### src/rtl/mips_muldiv_pkg.sv
// Shared types for the iterative multiply/divide unit.
//   muldiv_op_t    : operation code presented on the request bus
//   muldiv_state_t : sequencer state (IDLE -> CALC -> FIXUP -> IDLE)
package mips_muldiv_pkg;

    typedef enum logic [2:0] {
        NOP   = 3'd0,
        MULT  = 3'd1,
        MULTU = 3'd2,
        DIV   = 3'd3,
        DIVU  = 3'd4,
        MTHI  = 3'd5,
        MTLO  = 3'd6
    } muldiv_op_t;

    typedef enum logic [1:0] {
        IDLE  = 2'd0,
        CALC  = 2'd1,
        FIXUP = 2'd2
    } muldiv_state_t;

    function automatic logic is_mul_op(muldiv_op_t op);
        return (op == MULT) || (op == MULTU);
    endfunction

    function automatic logic is_div_op(muldiv_op_t op);
        return (op == DIV) || (op == DIVU);
    endfunction

    function automatic logic is_signed_op(muldiv_op_t op);
        return (op == MULT) || (op == DIV);
    endfunction

endpackage

### src/rtl/mul_div_unit_if.sv
// Request/response bundle between the EX stage and the mul/div unit.
//   master : core side (drives start/op/a/b/cancel, observes status and HI/LO)
//   slave  : unit side
interface mul_div_unit_if import mips_muldiv_pkg::*; #(
    parameter int WIDTH = 32
);
    logic             start;
    muldiv_op_t       op;
    logic [WIDTH-1:0] a;
    logic [WIDTH-1:0] b;
    logic             cancel;
    logic             busy;
    logic             done;
    logic             div_by_zero;
    logic [WIDTH-1:0] hi;
    logic [WIDTH-1:0] lo;

    modport master (
        output start, op, a, b, cancel,
        input  busy, done, div_by_zero, hi, lo
    );

    modport slave (
        input  start, op, a, b, cancel,
        output busy, done, div_by_zero, hi, lo
    );
endinterface

### src/rtl/muldiv_datapath.sv
// One iteration of the unsigned shift-add multiply or restoring divide.
//   is_div  : 1 = divide step, 0 = multiply step
//   acc     : upper half (partial product / partial remainder)
//   mq      : lower half (multiplier -> product low / dividend -> quotient)
//   opnd    : multiplicand or divisor (magnitude)
//   acc_nxt, mq_nxt : values after this step
module muldiv_datapath #(
    parameter int WIDTH = 32
) (
    input  logic             is_div,
    input  logic [WIDTH-1:0] acc,
    input  logic [WIDTH-1:0] mq,
    input  logic [WIDTH-1:0] opnd,
    output logic [WIDTH-1:0] acc_nxt,
    output logic [WIDTH-1:0] mq_nxt
);
    logic [WIDTH:0]   sum;
    logic [WIDTH:0]   rem_sh;
    logic [WIDTH-1:0] diff;

    always_comb begin
        // Multiply consumes the multiplier LSB-first and shifts the product right.
        sum    = {1'b0, acc} + (mq[0] ? {1'b0, opnd} : '0);
        // Divide shifts the next dividend bit into the partial remainder.
        rem_sh = {acc, mq[WIDTH-1]};
        // Only used when rem_sh >= opnd, so the result always fits WIDTH bits.
        diff   = rem_sh[WIDTH-1:0] - opnd;
        if (is_div) begin
            if (rem_sh >= {1'b0, opnd}) begin
                acc_nxt = diff;
                mq_nxt  = {mq[WIDTH-2:0], 1'b1};
            end else begin
                acc_nxt = rem_sh[WIDTH-1:0];
                mq_nxt  = {mq[WIDTH-2:0], 1'b0};
            end
        end else begin
            acc_nxt = sum[WIDTH:1];
            mq_nxt  = {sum[0], mq[WIDTH-1:1]};
        end
    end
endmodule

### src/rtl/mul_div_unit.sv
// Multi-cycle multiply/divide unit owning the architectural HI/LO registers.
// Operands are reduced to magnitudes on acceptance, iterated one bit per
// cycle in muldiv_datapath, then sign-corrected in a single FIXUP cycle.
//   clk, reset : clock and synchronous active-high reset
//   bus        : mul_div_unit_if.slave (start/op/a/b/cancel in,
//                busy/done/div_by_zero/hi/lo out)
module mul_div_unit import mips_muldiv_pkg::*; #(
    parameter  int WIDTH = 32,
    localparam int CNT_W = $clog2(WIDTH) + 1
) (
    input logic           clk,
    input logic           reset,
    mul_div_unit_if.slave bus
);
    muldiv_state_t    state, state_nxt;
    logic [CNT_W-1:0] cnt;
    logic [WIDTH-1:0] acc, mq, opnd;
    logic [WIDTH-1:0] acc_nxt, mq_nxt;
    logic             is_div_q, neg_res_q, neg_rem_q;
    logic [WIDTH-1:0] hi_q, lo_q;
    logic             done_q, dz_q;

    logic             load, step, fix, wr_hi, wr_lo, dz_set;

    logic             sgn_a, sgn_b;
    logic [WIDTH-1:0] abs_a, abs_b;
    logic [2*WIDTH-1:0] prod_fix;
    logic [WIDTH-1:0] quo_fix, rem_fix;

    muldiv_datapath #(.WIDTH(WIDTH)) u_dp (
        .is_div  (is_div_q),
        .acc     (acc),
        .mq      (mq),
        .opnd    (opnd),
        .acc_nxt (acc_nxt),
        .mq_nxt  (mq_nxt)
    );

    // Magnitudes and signs of the incoming operands (signed ops only).
    always_comb begin
        sgn_a = is_signed_op(bus.op) & bus.a[WIDTH-1];
        sgn_b = is_signed_op(bus.op) & bus.b[WIDTH-1];
        abs_a = sgn_a ? -bus.a : bus.a;
        abs_b = sgn_b ? -bus.b : bus.b;
    end

    // Sign correction applied in FIXUP. Most-negative / -1 wraps back to
    // most-negative through the two's-complement negate, with no flag.
    always_comb begin
        prod_fix = neg_res_q ? -{acc, mq} : {acc, mq};
        quo_fix  = neg_res_q ? -mq : mq;
        rem_fix  = neg_rem_q ? -acc : acc;
    end

    always_ff @(posedge clk) begin
        if (reset) state <= IDLE;
        else       state <= state_nxt;
    end

    always_comb begin
        state_nxt = state;
        load      = 1'b0;
        step      = 1'b0;
        fix       = 1'b0;
        wr_hi     = 1'b0;
        wr_lo     = 1'b0;
        dz_set    = 1'b0;
        case (state)
            IDLE: begin
                // A flush in the same cycle drops the request entirely.
                if (bus.start && !bus.cancel) begin
                    if (is_mul_op(bus.op)) begin
                        load      = 1'b1;
                        state_nxt = CALC;
                    end else if (is_div_op(bus.op)) begin
                        if (bus.b == '0) begin
                            dz_set = 1'b1;
                        end else begin
                            load      = 1'b1;
                            state_nxt = CALC;
                        end
                    end else if (bus.op == MTHI) begin
                        wr_hi = 1'b1;
                    end else if (bus.op == MTLO) begin
                        wr_lo = 1'b1;
                    end
                end
            end
            CALC: begin
                if (bus.cancel) begin
                    state_nxt = IDLE;
                end else begin
                    step = 1'b1;
                    if (cnt == CNT_W'(1)) state_nxt = FIXUP;
                end
            end
            FIXUP: begin
                state_nxt = IDLE;
                fix       = !bus.cancel;
            end
            default: state_nxt = IDLE;
        endcase
    end

    always_ff @(posedge clk) begin
        if (reset) begin
            cnt       <= '0;
            acc       <= '0;
            mq        <= '0;
            opnd      <= '0;
            is_div_q  <= 1'b0;
            neg_res_q <= 1'b0;
            neg_rem_q <= 1'b0;
            hi_q      <= '0;
            lo_q      <= '0;
            done_q    <= 1'b0;
            dz_q      <= 1'b0;
        end else begin
            done_q <= fix | dz_set;
            dz_q   <= dz_set;
            if (load) begin
                cnt       <= CNT_W'(WIDTH);
                acc       <= '0;
                is_div_q  <= is_div_op(bus.op);
                // Divide: mq holds the dividend, opnd the divisor.
                // Multiply: mq holds the multiplier, opnd the multiplicand.
                mq        <= is_div_op(bus.op) ? abs_a : abs_b;
                opnd      <= is_div_op(bus.op) ? abs_b : abs_a;
                neg_res_q <= sgn_a ^ sgn_b;
                neg_rem_q <= sgn_a;
            end
            if (step) begin
                acc <= acc_nxt;
                mq  <= mq_nxt;
                cnt <= cnt - CNT_W'(1);
            end
            if (fix) begin
                if (is_div_q) begin
                    hi_q <= rem_fix;
                    lo_q <= quo_fix;
                end else begin
                    hi_q <= prod_fix[2*WIDTH-1:WIDTH];
                    lo_q <= prod_fix[WIDTH-1:0];
                end
            end
            if (wr_hi) hi_q <= bus.a;
            if (wr_lo) lo_q <= bus.a;
        end
    end

    assign bus.busy        = (state != IDLE);
    assign bus.done        = done_q;
    assign bus.div_by_zero = dz_q;
    assign bus.hi          = hi_q;
    assign bus.lo          = lo_q;
endmodule
### src/flat_wrapper.sv
// flat-port wrapper written by rule: the top's interface ports become plain ports
module mul_div_unit_flat import mips_muldiv_pkg::*;
#(
    parameter  int WIDTH = 32,
    localparam int CNT_W = $clog2(WIDTH) + 1
)
  (clk, reset, bus_start, bus_op, bus_a, bus_b, bus_cancel, bus_busy, bus_done, bus_div_by_zero, bus_hi, bus_lo);
  mul_div_unit_if #(.WIDTH(WIDTH)) bus_i ();
  input logic clk;
  input logic reset;
  input wire logic [$bits(bus_i.start)-1:0] bus_start;
  input wire logic [$bits(bus_i.op)-1:0] bus_op;
  input wire logic [$bits(bus_i.a)-1:0] bus_a;
  input wire logic [$bits(bus_i.b)-1:0] bus_b;
  input wire logic [$bits(bus_i.cancel)-1:0] bus_cancel;
  output wire logic [$bits(bus_i.busy)-1:0] bus_busy;
  output wire logic [$bits(bus_i.done)-1:0] bus_done;
  output wire logic [$bits(bus_i.div_by_zero)-1:0] bus_div_by_zero;
  output wire logic [$bits(bus_i.hi)-1:0] bus_hi;
  output wire logic [$bits(bus_i.lo)-1:0] bus_lo;
  assign bus_i.start = bus_start;
  assign bus_i.op = bus_op;
  assign bus_i.a = bus_a;
  assign bus_i.b = bus_b;
  assign bus_i.cancel = bus_cancel;
  assign bus_busy = bus_i.busy;
  assign bus_done = bus_i.done;
  assign bus_div_by_zero = bus_i.div_by_zero;
  assign bus_hi = bus_i.hi;
  assign bus_lo = bus_i.lo;
  mul_div_unit #(.WIDTH(WIDTH)) u_core (.clk(clk), .reset(reset), .bus(bus_i));
endmodule
### config.mk
export PLATFORM = sky130hd
export DESIGN_NAME = mul_div_unit_flat
export DESIGN_NICKNAME = d
export VERILOG_FILES = /design/src/rtl/mips_muldiv_pkg.sv /design/src/rtl/mul_div_unit_if.sv /design/src/rtl/muldiv_datapath.sv /design/src/rtl/mul_div_unit.sv /design/src/flat_wrapper.sv
export SDC_FILE = /design/constraint.sdc
export NUM_CORES = 1
export LEC_CHECK = 0
export ABC_AREA = 1
export CELL_PAD_IN_SITES_DETAIL_PLACEMENT = 0
export CELL_PAD_IN_SITES_GLOBAL_PLACEMENT = 1
export CORE_UTILIZATION = 41
export DETAILED_ROUTE_END_ITERATION = 16
export PLACE_DENSITY = 0.86
export REMOVE_ABC_BUFFERS = 1
export SLEW_MARGIN = 20
export SYNTH_ARGS = -nofsm -noshare
export SYNTH_HDL_FRONTEND = slang
export SYNTH_HIERARCHICAL = 1
export SYNTH_SLANG_ARGS = --single-unit
### constraint.sdc
create_clock -name clk -period 2.9 [get_ports clk]
set_clock_uncertainty 0.05 [all_clocks]
set_input_delay 0.29 -clock clk [delete_from_list [all_inputs] [get_ports clk]]
set_output_delay 0.29 -clock clk [all_outputs]
set_load 0.1 [all_outputs]
-- Word level (Yosys, flattened, before mapping)
Index checks and enable logic that the tools add are counted.
- add/sub/neg operators: 8
- muxes and demuxes: 55
- equality and inequality tests: 13
- reduce and logical (&&, ||, !) cells: 12
- magnitude comparators: 1
- bitwise logic cells: 4
- operator list (kind ; number):
    $mux 32 ; 20
    $neg 32->32 ; 4
    $mux 64 ; 1
    $neg 64->64 ; 1
    $add 32x33->33 ; 1
    $ge 33x32->1 ; 1
    $logic_not 32->1 ; 1
    $sub 32x32->32 ; 1
    $mux 1 ; 25
    $mux 2 ; 6
    $mux 6 ; 2
    $eq 3x3->1 const B ; 3
    $reduce_bool 2->1 ; 4
    $eq 3x2->1 const B ; 2
    $eq 6x1->1 const B ; 1
    $ne 3x2->1 const B ; 2
    $sub 6x1->6 const B ; 1
    $pmux 2 s2 ; 1
    $reduce_and 4->1 ; 1
    $eq 3x1->1 const B ; 1
    $logic_or 1x1->1 ; 3
    $ne 3x1->1 const B ; 1
    $and 1x1->1 ; 2
    $eq 2x1->1 const B ; 1
    other kinds (7) ; 7
- bits of input ports: 71
- bits in registers: 173

-- Longest topological paths before layout
- depth in word-level cells: 8
- depth in mapped cells: 19
- mapped depth without buffers: 18

-- Cells and area by module
Netlist, hierarchy kept.
- by module, submodules not included (module ; area an instance (um2) ; instances ; cells an instance):
    mul_div_unit ; 12176.7 ; 1 ; 2084
    muldiv_datapath ; 6279.8 ; 1 ; 1272

-- Worst setup path before layout
Ideal clock, no wire load.
- path type: flip-flop to flip-flop
- start point: reg u_core.mq[0]
- end point: reg u_core.acc[7]
- path slack: 0.371 ns
- setup time: 0.132 ns
- data arrival time: 2.346 ns
- required time: 2.718 ns
- stages on the path, launching flop included: 17
- path buffers: 2
- period minus slack after synthesis: 2.529 ns
- cell sequence: dfxtp_1 > clkbuf_1 > clkbuf_1 > nand2_1 > inv_1 > ha_1 > fa_1 > nand2_1 > nand2_1 > and2_1 > a21oi_1 > inv_1 > or2_2 > nand3_1 > nand2_1 > nand2_1 > a21oi_1
- longest elaborated chain between the ends: 4
- ends and longest elaborated chain (item ; line ; RTL):
    from (decl) ; mul_div_unit.sv:17 ; logic [WIDTH-1:0] acc, mq, opnd;
    from (signal assigned) ; mul_div_unit.sv:127 ; mq <= is_div_op(bus.op) ? abs_a : abs_b;
    from (signal assigned) ; mul_div_unit.sv:134 ; mq <= mq_nxt;
    $mux 32 ; muldiv_datapath.sv:23 ; sum = {1'b0, acc} + (mq[0] ? {1'b0, opnd} : '0);
    $add 32x33->33 ; muldiv_datapath.sv:23 ;
    $mux 32 ; muldiv_datapath.sv:28 ; if (is_div) begin
    via u_core.acc_nxt[7] ; mul_div_unit.sv:18 ; logic [WIDTH-1:0] acc_nxt, mq_nxt;
    $mux 32 ; mul_div_unit.sv:132 ; if (step) begin
    to (signal assigned) ; mul_div_unit.sv:133 ; acc <= acc_nxt;
    to (decl) ; mul_div_unit.sv:17 ;
The timed path passes the listed nets, and every way through them passes these cells.
A chain may end at the register's enable or synchronous reset.

-- Worst setup path after layout
- start point: reg u_core.mq[0]
- end point: reg u_core.acc[25]
The elaborated chain is that of the path after synthesis.

==> impl_metrics.ini <==
[final_layout]
nNetsFinal = 3689
final_cell_mix = nand2_1, inv_1, nand3_1, nor2_1
stdcell_area_sq_mm = 0.0219
layout_commonest_cell = nand2_1
fin_util_pct = 49.5
num-fill-cells = 4811
drive_above_1_share_pct = 10.6
areaGrowthSynthToFinish_pct = 18.8

[setup_path]
crit-reg2reg-capture = u_core/acc[25]
path_cells = buf_12 > nand2_1 > inv_1 > ha_1 > a21oi_1 > o21ai_0 > a21oi_2 > buf_4 > nor2_1 > nor2_1 > nand2_1 > nand2_1 > nand3_1 > nand2_1 > nand2_1 > a21oi_1
cp.required_ns = 3.24
cp.depth = 16
critPathLaunch = u_core/mq[0]
reg2reg_from = u_core/mq[0]
worst_setup_path_start_kind = register
worstPathMaxFanout = 19
crit_top_cell = nand2_1
worstPathArrival_ns = 3.14
max_stage_delay_ns = 0.44
rr_worst_depth = 16
crit_end = u_core/acc[25]
cp-end-kind = register
worstSetupPathType = reg -> reg
cp_slowest_cell = dfxtp_1
critPathTopFamily = compound AO/OA/AOI/OAI gates
worst-path-buf-inv = 3
r2r_setup_slack_ns = 0.11

[route]
routed_wl_mm = 85.6
wl_per_cell_microns = 20.6
routed_via_density = 5.69
drtAntennaViolNets = 0
firstDrtPassIters = 8
drt_iter0_drc = 2751
vias = 23600
drc_errors = 0

[floorplanning]
die_width_microns = 214
fp.dieH_microns = 214
rows = 77
design.core.area_sq_mm = 0.0443
pin_count = 138
initial_core_util_pct = 41.6
dieArea_sq_mm = 0.0459

[sta]
fin_crit_ns = 2.79
maxSlewHeadroom_pct = 26.9
setup_viol = 0
hold_violations = 0
finalWorstSetupSlack_ns = 0.107
clock.fmax_mhz = 358
worstMarginPinSlew_ns = 1.09
holdWs_ns = 0.390
timing.final.crit_share_pct = 96.3
slew_violations = 0

[power_and_ir_drop]
ir_drop_uv = 454
total_leakage_power_nw = 10.7
power_density_mw_per_mm2 = 370

[synth]
syn_area_per_cell_sq_um = 5.50
synth_fa_ha_area_share_pct = 4.96
synth_simple_gate_area_share_pct = 46.1
synth_edf_count = 0
netlist_area_sq_mm = 0.0185
synthMuxAreaShare_pct = 0
async_reset_ff_share_pct = 0
synth_top_family_by_area = simple AND/OR/NAND/NOR gates
synth_compound_area_share_pct = 15.1
synth_xor_area_share_pct = 2.66
yosysWarnings = 6
synthCells = 3356
yosysSeqAreaShare_pct = 18.8
yosysUniqueCellTypes = 54
synth_top_flop_cell = dfxtp_1
ys_ff_latch = 173

[place]
post-place-ws_ns = -0.302
port_buffers = 137
dpl-instance-area_sq_mm = 0.0212
dp_hpwl_mm = 67.1
place.gp.congestion = 1.10

[clock_tree]
insertion_delay_ns = 0.48
cts_max_path_buffers = 2
cts-root-buf = clkbuf_16
tritoncts = done
htree_levels = 4
clock-sinks = 173
cts_buffers = 17
path_clk_slew_ns = 0.08
post_cts_buffers = 0

[global_route]
grt-ovfl-total = 0
grt_pass1_vias = 22000
track_usage_pct = 36.4
grt_max_degree = 71
grt_pass1_wl_mm = 128
antenna_found_initial = 2

[run_status]
outcome = finished clean

[min_path]
hold_class = in -> reg

[run]
maxCapViolations = 0
[sequential cells by signal, summed over array words and instances, names as in the netlist]
| name | count |
|---|---|
| u_core/bus.div_by_zero | 1 |
| u_core/neg_res_q | 1 |
| u_core/bus.hi | 32 |
| u_core/bus.done | 1 |
| u_core/state | 2 |
| u_core/mq | 32 |
| u_core/cnt | 6 |
| u_core/is_div_q | 1 |
| u_core/opnd | 32 |
| u_core/acc | 32 |
| u_core/bus.lo | 32 |
| u_core/neg_rem_q | 1 |
[Yosys cell counts, drive strengths merged, types with 13 or more instances]
library cell	n	area, sq um
a21oi	226	1160
nand4	37	231
or2	25	156
xor2	34	298
o21ai	208	1050
clkbuf	83	312
nand2	1071	4090
ha	70	876
dfxtp	173	3460
nand3	423	2190
nor2	344	1370
xnor2	22	193
nand3b	39	293
o211ai	13	97.6
a31oi	38	238
buf	46	319
inv	434	1630
nor3	18	95.1
[timing repair]
| item | in CTS | in global routing |
|---|---|---|
| hold buffers | 1 | 0 |
| endpoints found under the hold margin | 1 | 0 |
| resized for setup | 0 | 17 |
| setup endpoints to repair | 0 | 21 |
[power breakdown]
part	switching, mW	total [mW]	internal, mW
clock	1.17	2.65	1.48
sequential	0.108	2.56	2.45
combinational	1.95	2.89	0.946
total	3.23	8.10	4.88
[per-stage QoR]
step | total power [mW] | setup TNS [ns] | instances
after floorplan | 4.23 | -114.19 | 3227
after global placement | 5.39 | -0.330 | 4118
after detailed placement | 5.40 | -0.302 | 4118
after CTS | 8.04 | 0 | 4151
after global routing | 8.44 | -0.0162 | 4151
final | 8.10 | 0 | 4152
[logic make-up after synthesis]
kind of cell | count (synthesis)
AND/OR/NAND/NOR | 1969
adder cells (fa/ha/maj) | 72
buffers and inverters | 569
XOR/XNOR | 56
AO/OA/AOI/OAI | 517
flip-flops | 173
[worst reg2reg max path: stages (launching register included)]
cell and delay [ns]:
dfxtp_1 0.44, buf_12 0.19, nand2_1 0.06, inv_1 0.05, ha_1 0.27, a21oi_1 0.24, o21ai_0 0.21, a21oi_2 0.26
buf_4 0.16, nor2_1 0.04, nor2_1 0.19, nand2_1 0.10, nand2_1 0.07, nand3_1 0.08, nand2_1 0.09, nand2_1 0.06
a21oi_1 0.16
[how the worst min path moves through the flow]
| stage | startpoint | endpoint | slack (ns) | depth (start not counted) |
|---|---|---|---|---|
| 4_1_cts | bus_a[2] | u_core/bus.lo[2] | 0.35 | 3 |
| 3_5_place_dp | u_core/bus.lo[1] | u_core/bus.lo[1] | 0.43 | 2 |
| 6_report | bus_a[2] | u_core/bus.lo[2] | 0.39 | 3 |
| 5_1_grt | bus_a[2] | u_core/bus.lo[2] | 0.41 | 3 |
| 2_1_floorplan | reset | u_core/acc[0] | 0.31 | 1 |
| 3_3_place_gp | u_core/cnt[0] | u_core/cnt[0] | 0.42 | 1 |
[metal layers]
| layer | global-route usage (%) | share of wire (%) | vias to the layer above |
|---|---|---|---|
| li1 | - | - | 11200 |
| met1 | 44.3 | 40 | 10900 |
| met2 | 60.7 | 46 | 1256 |
| met3 | 5.35 | 7.9 | 268 |
| met4 | 21.7 | 6.4 | 0 |
| met5 | 0 | 0 | - |
[area by class of cell]
cell class	instances	area, sq um	share of cell area [%]
Sequential cell	173	3470	15.8
Clock inverter	12	184	0.839
Clock buffer	20	447	2.04
Multi-Input combinational cell	2614	12800	58.3
Antenna cell	1	2.50	0.0114
Timing Repair Buffer	300	2640	12.0
Tap cell	592	741	3.38
Inverter	440	1650	7.54
No activity file was read; power rests on OpenSTA's default activity.
